$ cat config.mk
export PLATFORM = sky130hd
export DESIGN_NAME = jpeg_stream_arbiter_flat
export DESIGN_NICKNAME = d
export VERILOG_FILES = /design/src/rtl/jpeg_stream_arbiter_if.sv /design/src/rtl/jpeg_stream_arbiter.sv /design/src/flat_wrapper.sv
export SDC_FILE = /design/constraint.sdc
export NUM_CORES = 1
export LEC_CHECK = 0
export CORE_AREA = 2 2 119 121
export DETAILED_ROUTE_END_ITERATION = 16
export DIE_AREA = 0 0 121 123
export PLACE_DENSITY = 0.62
export SLEW_MARGIN = 20
export SYNTH_ARGS = -nofsm -noshare
export SYNTH_HDL_FRONTEND = slang
export SYNTH_SLANG_ARGS = --single-unit
$ cat constraint.sdc
create_clock -name clk_i -period 2.4 [get_ports clk_i]
set_clock_uncertainty 0.1 [all_clocks]
set_input_delay 0.48 -clock clk_i [delete_from_list [all_inputs] [get_ports clk_i]]
set_output_delay 0.48 -clock clk_i [all_outputs]
set_load 0.05 [all_outputs]
$ cat src/rtl/jpeg_stream_arbiter_if.sv
// Handshake bundle between the two JPEG requesters, the arbiter and jpeg_core.
// slave is the arbiter's view; master is the surrounding system's view.
interface jpeg_stream_arbiter_if #(
  parameter int PIX_W = 88
);
  logic [1:0]       req_valid_i;
  logic [63:0]      req_data_i;
  logic [7:0]       req_strb_i;
  logic [1:0]       req_last_i;
  logic [1:0]       req_accept_o;
  logic             core_valid_o;
  logic [31:0]      core_data_o;
  logic [3:0]       core_strb_o;
  logic             core_last_o;
  logic             core_accept_i;
  logic             core_idle_i;
  logic             core_pix_valid_i;
  logic [PIX_W-1:0] core_pix_data_i;
  logic             core_pix_accept_o;
  logic [1:0]       pix_valid_o;
  logic [PIX_W-1:0] pix_data_o;
  logic [1:0]       pix_accept_i;
  logic             owner_o;
  logic             busy_o;

  modport slave (
    input  req_valid_i, req_data_i, req_strb_i, req_last_i,
    output req_accept_o,
    output core_valid_o, core_data_o, core_strb_o, core_last_o,
    input  core_accept_i, core_idle_i, core_pix_valid_i, core_pix_data_i,
    output core_pix_accept_o, pix_valid_o, pix_data_o,
    input  pix_accept_i,
    output owner_o, busy_o
  );

  modport master (
    output req_valid_i, req_data_i, req_strb_i, req_last_i,
    input  req_accept_o,
    input  core_valid_o, core_data_o, core_strb_o, core_last_o,
    output core_accept_i, core_idle_i, core_pix_valid_i, core_pix_data_i,
    input  core_pix_accept_o, pix_valid_o, pix_data_o,
    output pix_accept_i,
    input  owner_o, busy_o
  );
endinterface

$ cat src/rtl/jpeg_stream_arbiter.sv
// Frame-locked round-robin arbiter sharing one jpeg_core between two byte-stream requesters.
// Define JPEG_STREAM_ARB_STATS_EN to add per-requester saturating frame counters on frame_cnt_o.
module jpeg_stream_arbiter #(
  parameter int DRAIN_GUARD = 4,
  parameter int PIX_W       = 88
) (
  input  logic                 clk_i,
  input  logic                 rst_ni,
  jpeg_stream_arbiter_if.slave bus
`ifdef JPEG_STREAM_ARB_STATS_EN
  ,
  output logic [31:0]          frame_cnt_o
`endif
);

  typedef enum logic [1:0] {
    S_IDLE   = 2'd0,
    S_STREAM = 2'd1,
    S_DRAIN  = 2'd2
  } state_t;

  localparam int GW = (DRAIN_GUARD > 1) ? $clog2(DRAIN_GUARD) : 1;
  // DRAIN spans max(DRAIN_GUARD,1) cycles before idle can end it, so the counter loads one short.
  localparam logic [GW-1:0] GUARD_LOAD = (DRAIN_GUARD > 1) ? GW'(DRAIN_GUARD - 1) : '0;

  state_t           state_q, state_d;
  logic             owner_q, owner_d;
  logic             rr_q, rr_d;
  logic [GW-1:0]    guard_q, guard_d;

  logic             lane_valid;
  logic [31:0]      lane_data;
  logic [3:0]       lane_strb;
  logic             lane_last;
  logic             streaming;
  logic             beat_xfer;
  logic             last_xfer;
  logic [PIX_W-1:0] pix_data;

  assign lane_valid = bus.req_valid_i[owner_q];
  assign lane_data  = owner_q ? bus.req_data_i[63:32] : bus.req_data_i[31:0];
  assign lane_strb  = owner_q ? bus.req_strb_i[7:4]   : bus.req_strb_i[3:0];
  assign lane_last  = bus.req_last_i[owner_q];
  assign streaming  = (state_q == S_STREAM);
  assign beat_xfer  = streaming & lane_valid & bus.core_accept_i;
  assign last_xfer  = beat_xfer & lane_last;

  always_ff @(posedge clk_i or negedge rst_ni) begin
    if (!rst_ni) begin
      state_q <= S_IDLE;
      owner_q <= 1'b0;
      rr_q    <= 1'b0;
      guard_q <= '0;
    end else begin
      state_q <= state_d;
      owner_q <= owner_d;
      rr_q    <= rr_d;
      guard_q <= guard_d;
    end
  end

  always_comb begin
    state_d = state_q;
    owner_d = owner_q;
    rr_d    = rr_q;
    guard_d = guard_q;
    case (state_q)
      S_IDLE: begin
        if (bus.core_idle_i && (|bus.req_valid_i)) begin
          owner_d = (&bus.req_valid_i) ? rr_q : bus.req_valid_i[1];
          state_d = S_STREAM;
        end
      end
      S_STREAM: begin
        if (last_xfer) begin
          rr_d    = ~owner_q;
          guard_d = GUARD_LOAD;
          state_d = S_DRAIN;
        end
      end
      S_DRAIN: begin
        if (guard_q != '0) begin
          guard_d = guard_q - 1'b1;
        end else if (bus.core_idle_i && !bus.core_pix_valid_i) begin
          state_d = S_IDLE;
        end
      end
      default: state_d = S_IDLE;
    endcase
  end

  assign bus.core_valid_o = streaming & lane_valid;
  assign bus.core_data_o  = streaming ? lane_data : 32'h0;
  assign bus.core_strb_o  = streaming ? lane_strb : 4'h0;
  assign bus.core_last_o  = streaming & lane_last;
  assign bus.req_accept_o = !streaming ? 2'b00 :
                            (owner_q ? {bus.core_accept_i, 1'b0} : {1'b0, bus.core_accept_i});

  // Pixels follow owner_q in every state so late pixels reach the previous owner; held low in reset.
  assign bus.pix_valid_o       = (rst_ni & bus.core_pix_valid_i) ? (owner_q ? 2'b10 : 2'b01) : 2'b00;
  assign bus.core_pix_accept_o = rst_ni & bus.pix_accept_i[owner_q];
  assign pix_data              = bus.core_pix_data_i;
  assign bus.pix_data_o        = pix_data;

  assign bus.owner_o = owner_q;
  assign bus.busy_o  = (state_q != S_IDLE);

`ifdef JPEG_STREAM_ARB_STATS_EN
  logic [15:0] cnt_q [2];

  always_ff @(posedge clk_i or negedge rst_ni) begin
    if (!rst_ni) begin
      cnt_q[0] <= 16'h0;
      cnt_q[1] <= 16'h0;
    end else if (last_xfer && (cnt_q[owner_q] != 16'hFFFF)) begin
      cnt_q[owner_q] <= cnt_q[owner_q] + 16'd1;
    end
  end

  assign frame_cnt_o = {cnt_q[1], cnt_q[0]};
`else
  // Statistics not built: no counters and no frame_cnt_o port.
`endif

endmodule
$ cat src/flat_wrapper.sv
// flat-port wrapper written by rule: the top's interface ports become plain ports
module jpeg_stream_arbiter_flat 
#(
  parameter int DRAIN_GUARD = 4,
  parameter int PIX_W       = 88
)
  (clk_i, rst_ni, bus_req_valid_i, bus_req_data_i, bus_req_strb_i, bus_req_last_i, bus_req_accept_o, bus_core_valid_o, bus_core_data_o, bus_core_strb_o, bus_core_last_o, bus_core_accept_i, bus_core_idle_i, bus_core_pix_valid_i, bus_core_pix_data_i, bus_core_pix_accept_o, bus_pix_valid_o, bus_pix_data_o, bus_pix_accept_i, bus_owner_o, bus_busy_o);
  jpeg_stream_arbiter_if #(.PIX_W(PIX_W)) bus_i ();
  input  logic clk_i;
  input  logic rst_ni;
  input wire logic [$bits(bus_i.req_valid_i)-1:0] bus_req_valid_i;
  input wire logic [$bits(bus_i.req_data_i)-1:0] bus_req_data_i;
  input wire logic [$bits(bus_i.req_strb_i)-1:0] bus_req_strb_i;
  input wire logic [$bits(bus_i.req_last_i)-1:0] bus_req_last_i;
  output wire logic [$bits(bus_i.req_accept_o)-1:0] bus_req_accept_o;
  output wire logic [$bits(bus_i.core_valid_o)-1:0] bus_core_valid_o;
  output wire logic [$bits(bus_i.core_data_o)-1:0] bus_core_data_o;
  output wire logic [$bits(bus_i.core_strb_o)-1:0] bus_core_strb_o;
  output wire logic [$bits(bus_i.core_last_o)-1:0] bus_core_last_o;
  input wire logic [$bits(bus_i.core_accept_i)-1:0] bus_core_accept_i;
  input wire logic [$bits(bus_i.core_idle_i)-1:0] bus_core_idle_i;
  input wire logic [$bits(bus_i.core_pix_valid_i)-1:0] bus_core_pix_valid_i;
  input wire logic [$bits(bus_i.core_pix_data_i)-1:0] bus_core_pix_data_i;
  output wire logic [$bits(bus_i.core_pix_accept_o)-1:0] bus_core_pix_accept_o;
  output wire logic [$bits(bus_i.pix_valid_o)-1:0] bus_pix_valid_o;
  output wire logic [$bits(bus_i.pix_data_o)-1:0] bus_pix_data_o;
  input wire logic [$bits(bus_i.pix_accept_i)-1:0] bus_pix_accept_i;
  output wire logic [$bits(bus_i.owner_o)-1:0] bus_owner_o;
  output wire logic [$bits(bus_i.busy_o)-1:0] bus_busy_o;
  assign bus_i.req_valid_i = bus_req_valid_i;
  assign bus_i.req_data_i = bus_req_data_i;
  assign bus_i.req_strb_i = bus_req_strb_i;
  assign bus_i.req_last_i = bus_req_last_i;
  assign bus_req_accept_o = bus_i.req_accept_o;
  assign bus_core_valid_o = bus_i.core_valid_o;
  assign bus_core_data_o = bus_i.core_data_o;
  assign bus_core_strb_o = bus_i.core_strb_o;
  assign bus_core_last_o = bus_i.core_last_o;
  assign bus_i.core_accept_i = bus_core_accept_i;
  assign bus_i.core_idle_i = bus_core_idle_i;
  assign bus_i.core_pix_valid_i = bus_core_pix_valid_i;
  assign bus_i.core_pix_data_i = bus_core_pix_data_i;
  assign bus_core_pix_accept_o = bus_i.core_pix_accept_o;
  assign bus_pix_valid_o = bus_i.pix_valid_o;
  assign bus_pix_data_o = bus_i.pix_data_o;
  assign bus_i.pix_accept_i = bus_pix_accept_i;
  assign bus_owner_o = bus_i.owner_o;
  assign bus_busy_o = bus_i.busy_o;
  jpeg_stream_arbiter #(.DRAIN_GUARD(DRAIN_GUARD), .PIX_W(PIX_W)) u_core (.clk_i(clk_i), .rst_ni(rst_ni), .bus(bus_i));
endmodule
Yosys cells after proc, flatten, opt, wreduce, memory -nomap -nowiden
Cells that the tools add are included.
W data, S select, Z words.
{"block": "totals", "register_bits": 6, "latch_bits": 0, "mem_bits_rw": 0, "mem_bits_ro": 0, "out_inout_bits": 133, "wordCells": 56, "memories": 0}
{"block": "classes", "add_sub_neg": 1, "n_mul": 0, "div_mod_pow": 0, "order_cmp": 1, "n_eq_ne": 7, "shift": 0, "n_mux": 23, "bitwise": 7, "n_reduce_logical": 13}
{"operator": "$mux W32", "count": 2}
{"operator": "$mux W2", "count": 10}
{"operator": "$mux W4", "count": 2}
{"operator": "$mux W1", "count": 7}
{"operator": "$and A1 B1 Y1", "count": 6}
{"operator": "$ne A2 B1 Y1 const B", "count": 3}
{"operator": "$pmux W2 S3", "count": 1}
{"operator": "$reduce_and A2 Y1", "count": 3}
{"operator": "$reduce_bool A2 Y1", "count": 3}
{"operator": "$ne A2 B2 Y1 const B", "count": 2}
{"operator": "$pmux W2 S2", "count": 1}
{"operator": "$reduce_and A4 Y1", "count": 1}
{"operator": "$reduce_and A3 Y1", "count": 1}
{"operator": "$eq A2 B1 Y1 const B", "count": 1}
{"operator": "$eq A2 B2 Y1 const B", "count": 1}
{"operator": "$logic_and A1 B1 Y1", "count": 2}
{"operator": "$logic_not A2 Y1", "count": 1}
{"operator": "$lt A1 B2 Y1 const B", "count": 1}
{"operator": "$reduce_or A2 Y1", "count": 1}
{"operator": "$sub A2 B1 Y2 const B", "count": 1}
{"operator": "$logic_not A1 Y1", "count": 1}
{"operator": "$not A1 Y1", "count": 1}

Depth between registers and ports, before layout
Gate-level depths: netlist (run 1).
{"block": "depth", "depth_word": 7, "ltp_mapped": 5, "depth_no_buf": 5}

Least setup slack after synthesis (run 1)
Ideal clock, no wire load.
{"block": "synth_timing", "kind": "register -> output", "startpoint": "reg u_core.owner_q (netlist: u_core.bus.owner_o)", "endpoint": "out bus_req_accept_o[1]", "arrival_time_ps": 2293, "required_time_ps": 1820, "setup_slack_ps": -473, "stages_incl_launch_ff": 5, "path_buffers": 2, "cell_sequence": "dfrtp_1 buf_2 buf_2 inv_2 nor3_1"}
{"block": "synth_via", "elab_chain_cells": 2}
{"item": "start, declared", "line_no": "jpeg_stream_arbiter.sv:27", "rtl": "logic owner_q, owner_d;"}
{"item": "start signal, assigned", "line_no": "jpeg_stream_arbiter.sv:56", "rtl": "owner_q <= owner_d;"}
{"item": "$mux W2", "line_no": "jpeg_stream_arbiter.sv:97", "rtl": "(owner_q ? {bus.core_accept_i, 1'b0} : {1'b0, bus.core_accept_i});"}
{"item": "$mux W2", "line_no": "jpeg_stream_arbiter.sv:96", "rtl": "assign bus.req_accept_o = !streaming ? 2'b00 :"}
{"item": "end, declared", "line_no": "flat_wrapper.sv:15", "rtl": "output wire logic [$bits(bus_i.req_accept_o)-1:0] bus_req_accept_o;"}
Every way passes these cells.

Final worst setup path (run 1)
{"block": "layout_timing", "startpoint": "reg u_core.state_q[1]", "endpoint": "out bus_busy_o"}
{"block": "layout_via", "elab_chain_cells": 1}
{"item": "start, declared", "line_no": "jpeg_stream_arbiter.sv:26", "rtl": "state_t state_q, state_d;"}
{"item": "start signal, assigned", "line_no": "jpeg_stream_arbiter.sv:55", "rtl": "state_q <= state_d;"}
{"item": "$reduce_bool A2 Y1", "line_no": "jpeg_stream_arbiter.sv:106", "rtl": "assign bus.busy_o = (state_q != S_IDLE);"}
{"item": "end, declared", "line_no": "flat_wrapper.sv:29", "rtl": "output wire logic [$bits(bus_i.busy_o)-1:0] bus_busy_o;"}
Every way passes these cells.

==> results of run 1 <==
-- worst max-delay path, stage by stage, from the launching register on --
cell	delay, ps
dfrtp_1	410
or2_2	310
clkdlybuf4s50_1	700
-- registers in the layout, summed over array words and instances (netlist names) --
signal,count
u_core.state_q,2
u_core.bus.owner_o,1
u_core.guard_q,2
u_core.rr_q,1
-- power groups by stage --
stage	combinational [mW]	clock, mW	sequential [mW]
2_1_floorplan	2.64	0	0.208
3_3_place_gp	4.22	0	0.222
3_5_place_dp	4.27	0	0.225
4_1_cts	4.28	0.280	0.224
5_1_grt	4.39	0.288	0.231
6_report	4.21	0.277	0.221
-- metal layers --
layer / part of all wire (%) / vias to the layer above
met1: 30 / 648
met2: 54 / 96
met4: 4.6 / 0
met5: 0 / -
li1: - / 671
met3: 10 / 34
-- cells by family (layout without fill, tap and decap cells) --
logic type               count (synthesis)  in the layout  share of synthesized area (%)
buffers and inverters                  103            142                           45.9
AND/OR/NAND/NOR                         55             55                           15.4
multiplexers                            40             40                           25.8
AO/OA/AOI/OAI                            7              7                           2.63
flip-flops                               6              6                           9.55
adder cells (fa/ha/maj)                  1              1                          0.795
-- worst min-delay path by stage --
stage | startpoint | to | slack [ps] | depth (start not counted)
finish | u_core.rr_q$_DFFE_PN0P_ | u_core.rr_q$_DFFE_PN0P_ | 420 | 1
floorplan | rst_ni | u_core.bus.owner_o$_DFFE_PN0P_ | 80 | 0
CTS | u_core.rr_q$_DFFE_PN0P_ | u_core.rr_q$_DFFE_PN0P_ | 420 | 1
detailed placement | u_core.rr_q$_DFFE_PN0P_ | u_core.rr_q$_DFFE_PN0P_ | 410 | 1
global placement | u_core.rr_q$_DFFE_PN0P_ | u_core.rr_q$_DFFE_PN0P_ | 410 | 1
global route | u_core.rr_q$_DFFE_PN0P_ | u_core.rr_q$_DFFE_PN0P_ | 440 | 1
-- placed cells by master, fill, tap and decap left out, drive strengths merged --
cell type and count:
nor3 2, clkdlybuf4s50 83, dfrtp 6, or2 1, nand2 3, clkbuf 4, or4 1, o21ai 1
nor3b 2, mux2 1, nand2b 1, a22oi 1, inv 5, and3 2, and2 2, o211ai 1
nor2b 1, mux2i 39, buf 50, ha 1, nor2 40, a31oi 1, a21oi 3
-- final cells by class --
| cell class | count | area share [%] |
|---|---|---|
| multi-input combinational | 103 | 27.1 |
| sequential | 6 | 4.89 |
| inverter | 5 | 0.607 |
| tap | 180 | 7.28 |
| timing repair buffer | 133 | 57.6 |
| clock buffer | 4 | 2.55 |
==> results.md, run 1 <==
* H-tree levels at 1
* Max Clk Rate at approximately 450 MHz
* Met2 Usage GRT at approximately 13%
* # Post-CTS Setup Buffers at 0
* Reg clk slew, reported paths at roughly 40 ps
* ANT cells at 0
* Pwr per Cell Area at between 1500 and 2000 nW/µm²
* Fin crit share at between 90 and 100%
* Most Crowded Layer GR: met2
* Post-CTS sizing at 0
* Largest net degree at the start of global routing at 28
* Total track usage at under 10%
* Post-Syn Nets at 384
* Dominant cell type by area after synthesis: buf_4
* Seq pwr share at under 10%
* RSZ-0062 raised after global routing: false
* CP Capture Type: output pin
* Area Growth Syn to Fin at 96.7%
* Max Cap Viol at 0
* Die extent in x at 121 µm
* Crit path launch: u_core.state_q[1]$_DFFE_PN0P_
* Initial antenna violation count at 0
* Final TNS setup at 0 ps
* GR Layer Usage met3 at between 1.5 and 2%
* Pleak at about 1.3 nW
* Clock Sinks at 6
* Worst r2r src: u_core.state_q[1]$_DFFE_PN0P_
* Post-CTS Hold Fix Bufs at 0
* Ys async rst share at 100%
* Multi-input logic area at between 800 and 900 µm²
* Nature of the critical path startpoint: flop
* Worst setup margin at around 170 ps
* Most common cell in the netlist: buf_4
* Core area at ~14000 µm²
* Status: complete, no violations
* FF-to-FF End: u_core.rr_q$_DFFE_PN0P_
* Internal at between 2 and 2.5 mW
* Clock Tree Root: clkbuf_16
* Gate count after technology mapping at approximately 210
* Register area share after synthesis at roughly a tenth
* Net switching share of the total power at about 51%
* Reg2Reg Setup Slack at 410 ps
* Iter 0 DRT Violations at 10
* Synth area leaders: buf_4, mux2i_1, dfrtp_1, nor2_1, buf_2
* Hold_ws at 417 ps
* Row cnt at 43
* Final Instance Area at around 3100 µm²
* Max-slew violation count at 0
* Register area at between 150 and 200 µm²
* CTS Buffer Depth at 2
* Setup Viol. Count Final at 0
* P_sw at about 2.4 mW
* Worst reg-to-reg path cell count at 4
* Placed instance count at between 400 and 500
* Final core utilization at between 20% and 30%
* Clock share of power at slightly below 6%
* First-pass GRT wire length at 7730 µm
* Min Tclk post-route at 2230 ps
* CTS tree: built
* Register bit total from synthesis at 6
* Vias at roughly 1400
* RD Place Congestion at around 0.7
* Share of layout cells above drive strength 1 at between 30% and 40%
* Top cells by count, synth: buf_4, nor2_1, mux2i_1
* Crit path required time at between 1500 and 2000 ps
* Max_slew headroom at about 67%
* Number of vias per cell at around 3.4
* Main flop type after synthesis: dfrtp_1
* Arr. time, crit path at roughly 1700 ps
* Count of unique library cells instantiated by Yosys at 25
* First-pass DRT Iterations at 4
* End point of the critical path: bus_busy_o
* Worst skew pair latency at approximately 230 ps
* Met1 Use GR at between 6 and 7%
* Number of synthesis warnings at 0
* Area share of the largest cell type after synthesis at 42.0%
* DP Worst Slack at ~140 ps
* Slew of the pin with the lowest slew margin at 489 ps
* Final Non-Filler Cells at approximately 430
* Vias in the first global route at roughly 1500
* Comb power frac at about 89%
* Syn Area/Cell at about 7.4 µm²
* Antenna viol nets, final at 0
* TritonCTS Buffers at 3
* Crit Path Max Fanout at 6
* Worst vdd ir at roughly 570 µV
* Number of flops mapped to enable cells by yosys at 0
* IO Count at a little over 300
* Die area at approximately 15000 µm²
* CP Class: reg -> out
* Pwr Total at 4.70 mW
* Mapped Area at 1570 µm²
* Initial Util at 11.6%
* PortBufs at around 130
* Die Span Y at 123 µm
* Final wirelength at 5420 µm
* DR WL/cell at between 10 and 15 µm
* DP Area at 3020 µm²
* DP HPWL at around 4700 µm
* Fin. Hold Viols at 0
* Hold Crit Class: reg -> reg
* Final #Nets at about 420
* Number of fill cells in the layout at between 1000 and 1500
* # DRC at 0
* Gr ovfl total at 0
No activity file was read; power rests on OpenSTA's default activity.
==> inputs of run 2 (changes only) <==
--- a/config.mk
+++ b/config.mk
@@ -8,2 +8,3 @@
 export CORE_AREA = 2 2 119 121
+export CTS_CLUSTER_DIAMETER = 200
 export DETAILED_ROUTE_END_ITERATION = 16
==> constraint.sdc (replaced) <==
create_clock -name clk_i -period 2.4 [get_ports clk_i]
set_clock_uncertainty 0.1 [all_clocks]
set_input_delay 0.6 -clock clk_i [delete_from_list [all_inputs] [get_ports clk_i]]
set_output_delay 0.6 -clock clk_i [all_outputs]
set_load 0.05 [all_outputs]
==> run 2 against run 1 <==
Cell area fell by 0.53%. Clock power barely moved. Largest power group unchanged. Die area did not move. Register-to-register slack got worse by 40 ps. Cell count rose by 0.46%.
==> results.md, run 2 (synthesis gave the netlist of run 1 again) <==
* Share of layout cells above drive strength 1 at 40.3% (was 38.6%)
* Crit path required time at 1700 ps (was 1820 ps)
* Max Clk Rate at 425 MHz (was 449 MHz)
* Initial antenna violation count at 0 (unchanged)
* Hold Crit Class: reg -> reg (unchanged)
* TritonCTS Buffers at 3 (unchanged)
* Clock Tree Root: clkbuf_16 (unchanged)
* First-pass DRT Iterations at 4 (unchanged)
* Hold_ws at 462 ps (was 417 ps)
* Die area at 14900 µm² (unchanged)
* Number of fill cells in the layout at 1480 (was 1489)
* Crit Path Max Fanout at 6 (unchanged)
* Arr. time, crit path at 1660 ps (was 1650 ps)
* Min Tclk post-route at 2360 ps (was 2230 ps)
* Clock Sinks at 6 (unchanged)
* RSZ-0062 raised after global routing: false (unchanged)
* Worst skew pair latency at 230 ps (about the same)
* Max_slew headroom at 67.2% (was 67.3%)
* Register area at 154 µm² (was 151 µm²)
* Final Instance Area at 3080 µm² (was 3090 µm²)
* # DRC at 0 (unchanged)
* Final #Nets at 426 (was 424)
* H-tree levels at 1 (unchanged)
* Multi-input logic area at 817 µm² (was 838 µm²)
* Slew of the pin with the lowest slew margin at 490 ps (was 489 ps)
* Fin. Hold Viols at 0 (unchanged)
* Core area at 13600 µm² (unchanged)
* # Post-CTS Setup Buffers at 0 (unchanged)
* Vias at 1449 (unchanged)
* Max-slew violation count at 0 (unchanged)
* Biggest regs: u_core.guard_q: 2 flops, u_core.state_q: 2 flops (unchanged)
* Reg clk slew, reported paths at 40 ps (about the same)
* DR WL/cell at 13.5 µm (was 12.6 µm)
* Die Span Y at 123 µm (unchanged)
* Worst vdd ir at 667 µV (was 568 µV)
* RD Place Congestion at 0.645 (was 0.702)
* Area Growth Syn to Fin at 95.7% (was 96.7%)
* CTS Buffer Depth at 2 (unchanged)
* Placed instance count at 429 (was 427)
* Max Cap Viol at 0 (unchanged)
* First-pass GRT wire length at 8460 µm (was 7730 µm)
* Iter 0 DRT Violations at 8 (was 10)
* ANT cells at 0 (unchanged)
* Setup Viol. Count Final at 0 (unchanged)
* CP Capture Type: output pin (unchanged)
* Pwr per Cell Area at 1510 nW/µm² (was 1520 nW/µm²)
* Largest net degree at the start of global routing at 25 (was 28)
* Die extent in x at 121 µm (unchanged)
* Initial Util at 11.6% (unchanged)
* Final wirelength at 5860 µm (was 5420 µm)
* Gr ovfl total at 0 (unchanged)
* Pleak at 1.28 nW (about the same)
* DP Area at 2990 µm² (was 3020 µm²)
* Final Non-Filler Cells at 433 (was 431)
* Total track usage at 7.38% (was 6.61%)
* PortBufs at 127 (unchanged)
* Most frequent cells in the layout: clkdlybuf4s50_1, buf_12, mux2i_1 (unchanged)
* Fin crit share at 98.1% (was 92.7%)
* Antenna viol nets, final at 0 (unchanged)
* IO Count at 304 (unchanged)
* Row cnt at 43 (unchanged)
* Vias in the first global route at 1553 (was 1546)
* DP HPWL at 5060 µm (was 4730 µm)
* CTS tree: built (unchanged)
* Number of vias per cell at 3.35 (was 3.36)
* Nature of the critical path startpoint: flop (unchanged)
* Status: complete, no violations (unchanged)
* CP Class: reg -> out (unchanged)
* Commonest non-fill, non-tap cell in the layout: clkdlybuf4s50_1 (unchanged)
## run 2: worst paths after layout
check / from / endpoint / slack [ps] / cells after the start
setup / recovery: u_core.state_q[1]$_DFFE_PN0P_ / bus_busy_o / 40 / 2
hold / removal: u_core.rr_q$_DFFE_PN0P_ / u_core.rr_q$_DFFE_PN0P_ / 460 / 1
setup reg to reg: u_core.bus.owner_o$_DFFE_PN0P_ / u_core.rr_q$_DFFE_PN0P_ / 370 / 4
hold reg to reg: u_core.rr_q$_DFFE_PN0P_ / u_core.rr_q$_DFFE_PN0P_ / 460 / 1
max in group asynchronous: rst_ni / u_core.bus.owner_o$_DFFE_PN0P_ / 1450 / 2
min in group asynchronous: rst_ni / u_core.bus.owner_o$_DFFE_PN0P_ / 620 / 2
## run 2: stage by stage
step	setup slack, ps	power [mW]	setup TNS [ps]	util [%]
2_1_floorplan	-176	2.80	-176	-
3_3_place_gp	8.74	4.38	0	22.0
3_5_place_dp	23.6	4.42	0	22.0
4_1_cts	23.7	4.72	0	22.5
5_1_grt	7.02	4.86	0	22.6
6_report	44.9	4.65	0	22.6
## run 2: routing by layer
metal	track usage [%]	vias up	part of all wire, %
met2	13.0	100	52
li1	-	680	-
met5	0	-	0
met4	3.56	0	2.8
met1	8.25	643	36
met3	1.94	26	9.3
## run 2: final cells by class
class	instances	area share [%]
Clock buffer	4	2.56
Inverter	5	0.610
Multi-Input combinational cell	103	26.5
Sequential cell	6	5.00
Tap cell	180	7.32
Timing Repair Buffer	135	58.0
## run 2: where the power goes
| group | internal [mW] | switching, mW | total, mW |
|---|---|---|---|
| registers | 0.156 | 0.0894 | 0.245 |
| logic | 1.90 | 2.23 | 4.13 |
| clock network | 0.221 | 0.0579 | 0.278 |
| total | 2.27 | 2.38 | 4.65 |
## run 2: worst max-delay path, stage by stage (launching register included)
cell	delay, ps
dfrtp_1	420
or2_2	310
clkdlybuf4s50_1	700
## run 2: what timing repair did
item,4_1_cts,5_1_grt
hold buffers,0,0
gates resized for setup,1,3
setup endpoints to repair,1,2
==> inputs of run 3 (changes only) <==
Settings changed: CTS_CLUSTER_SIZE set to 10.
==> results of run 3 <==
No change in the layout: final DEF, timing and power equal those of run 2.
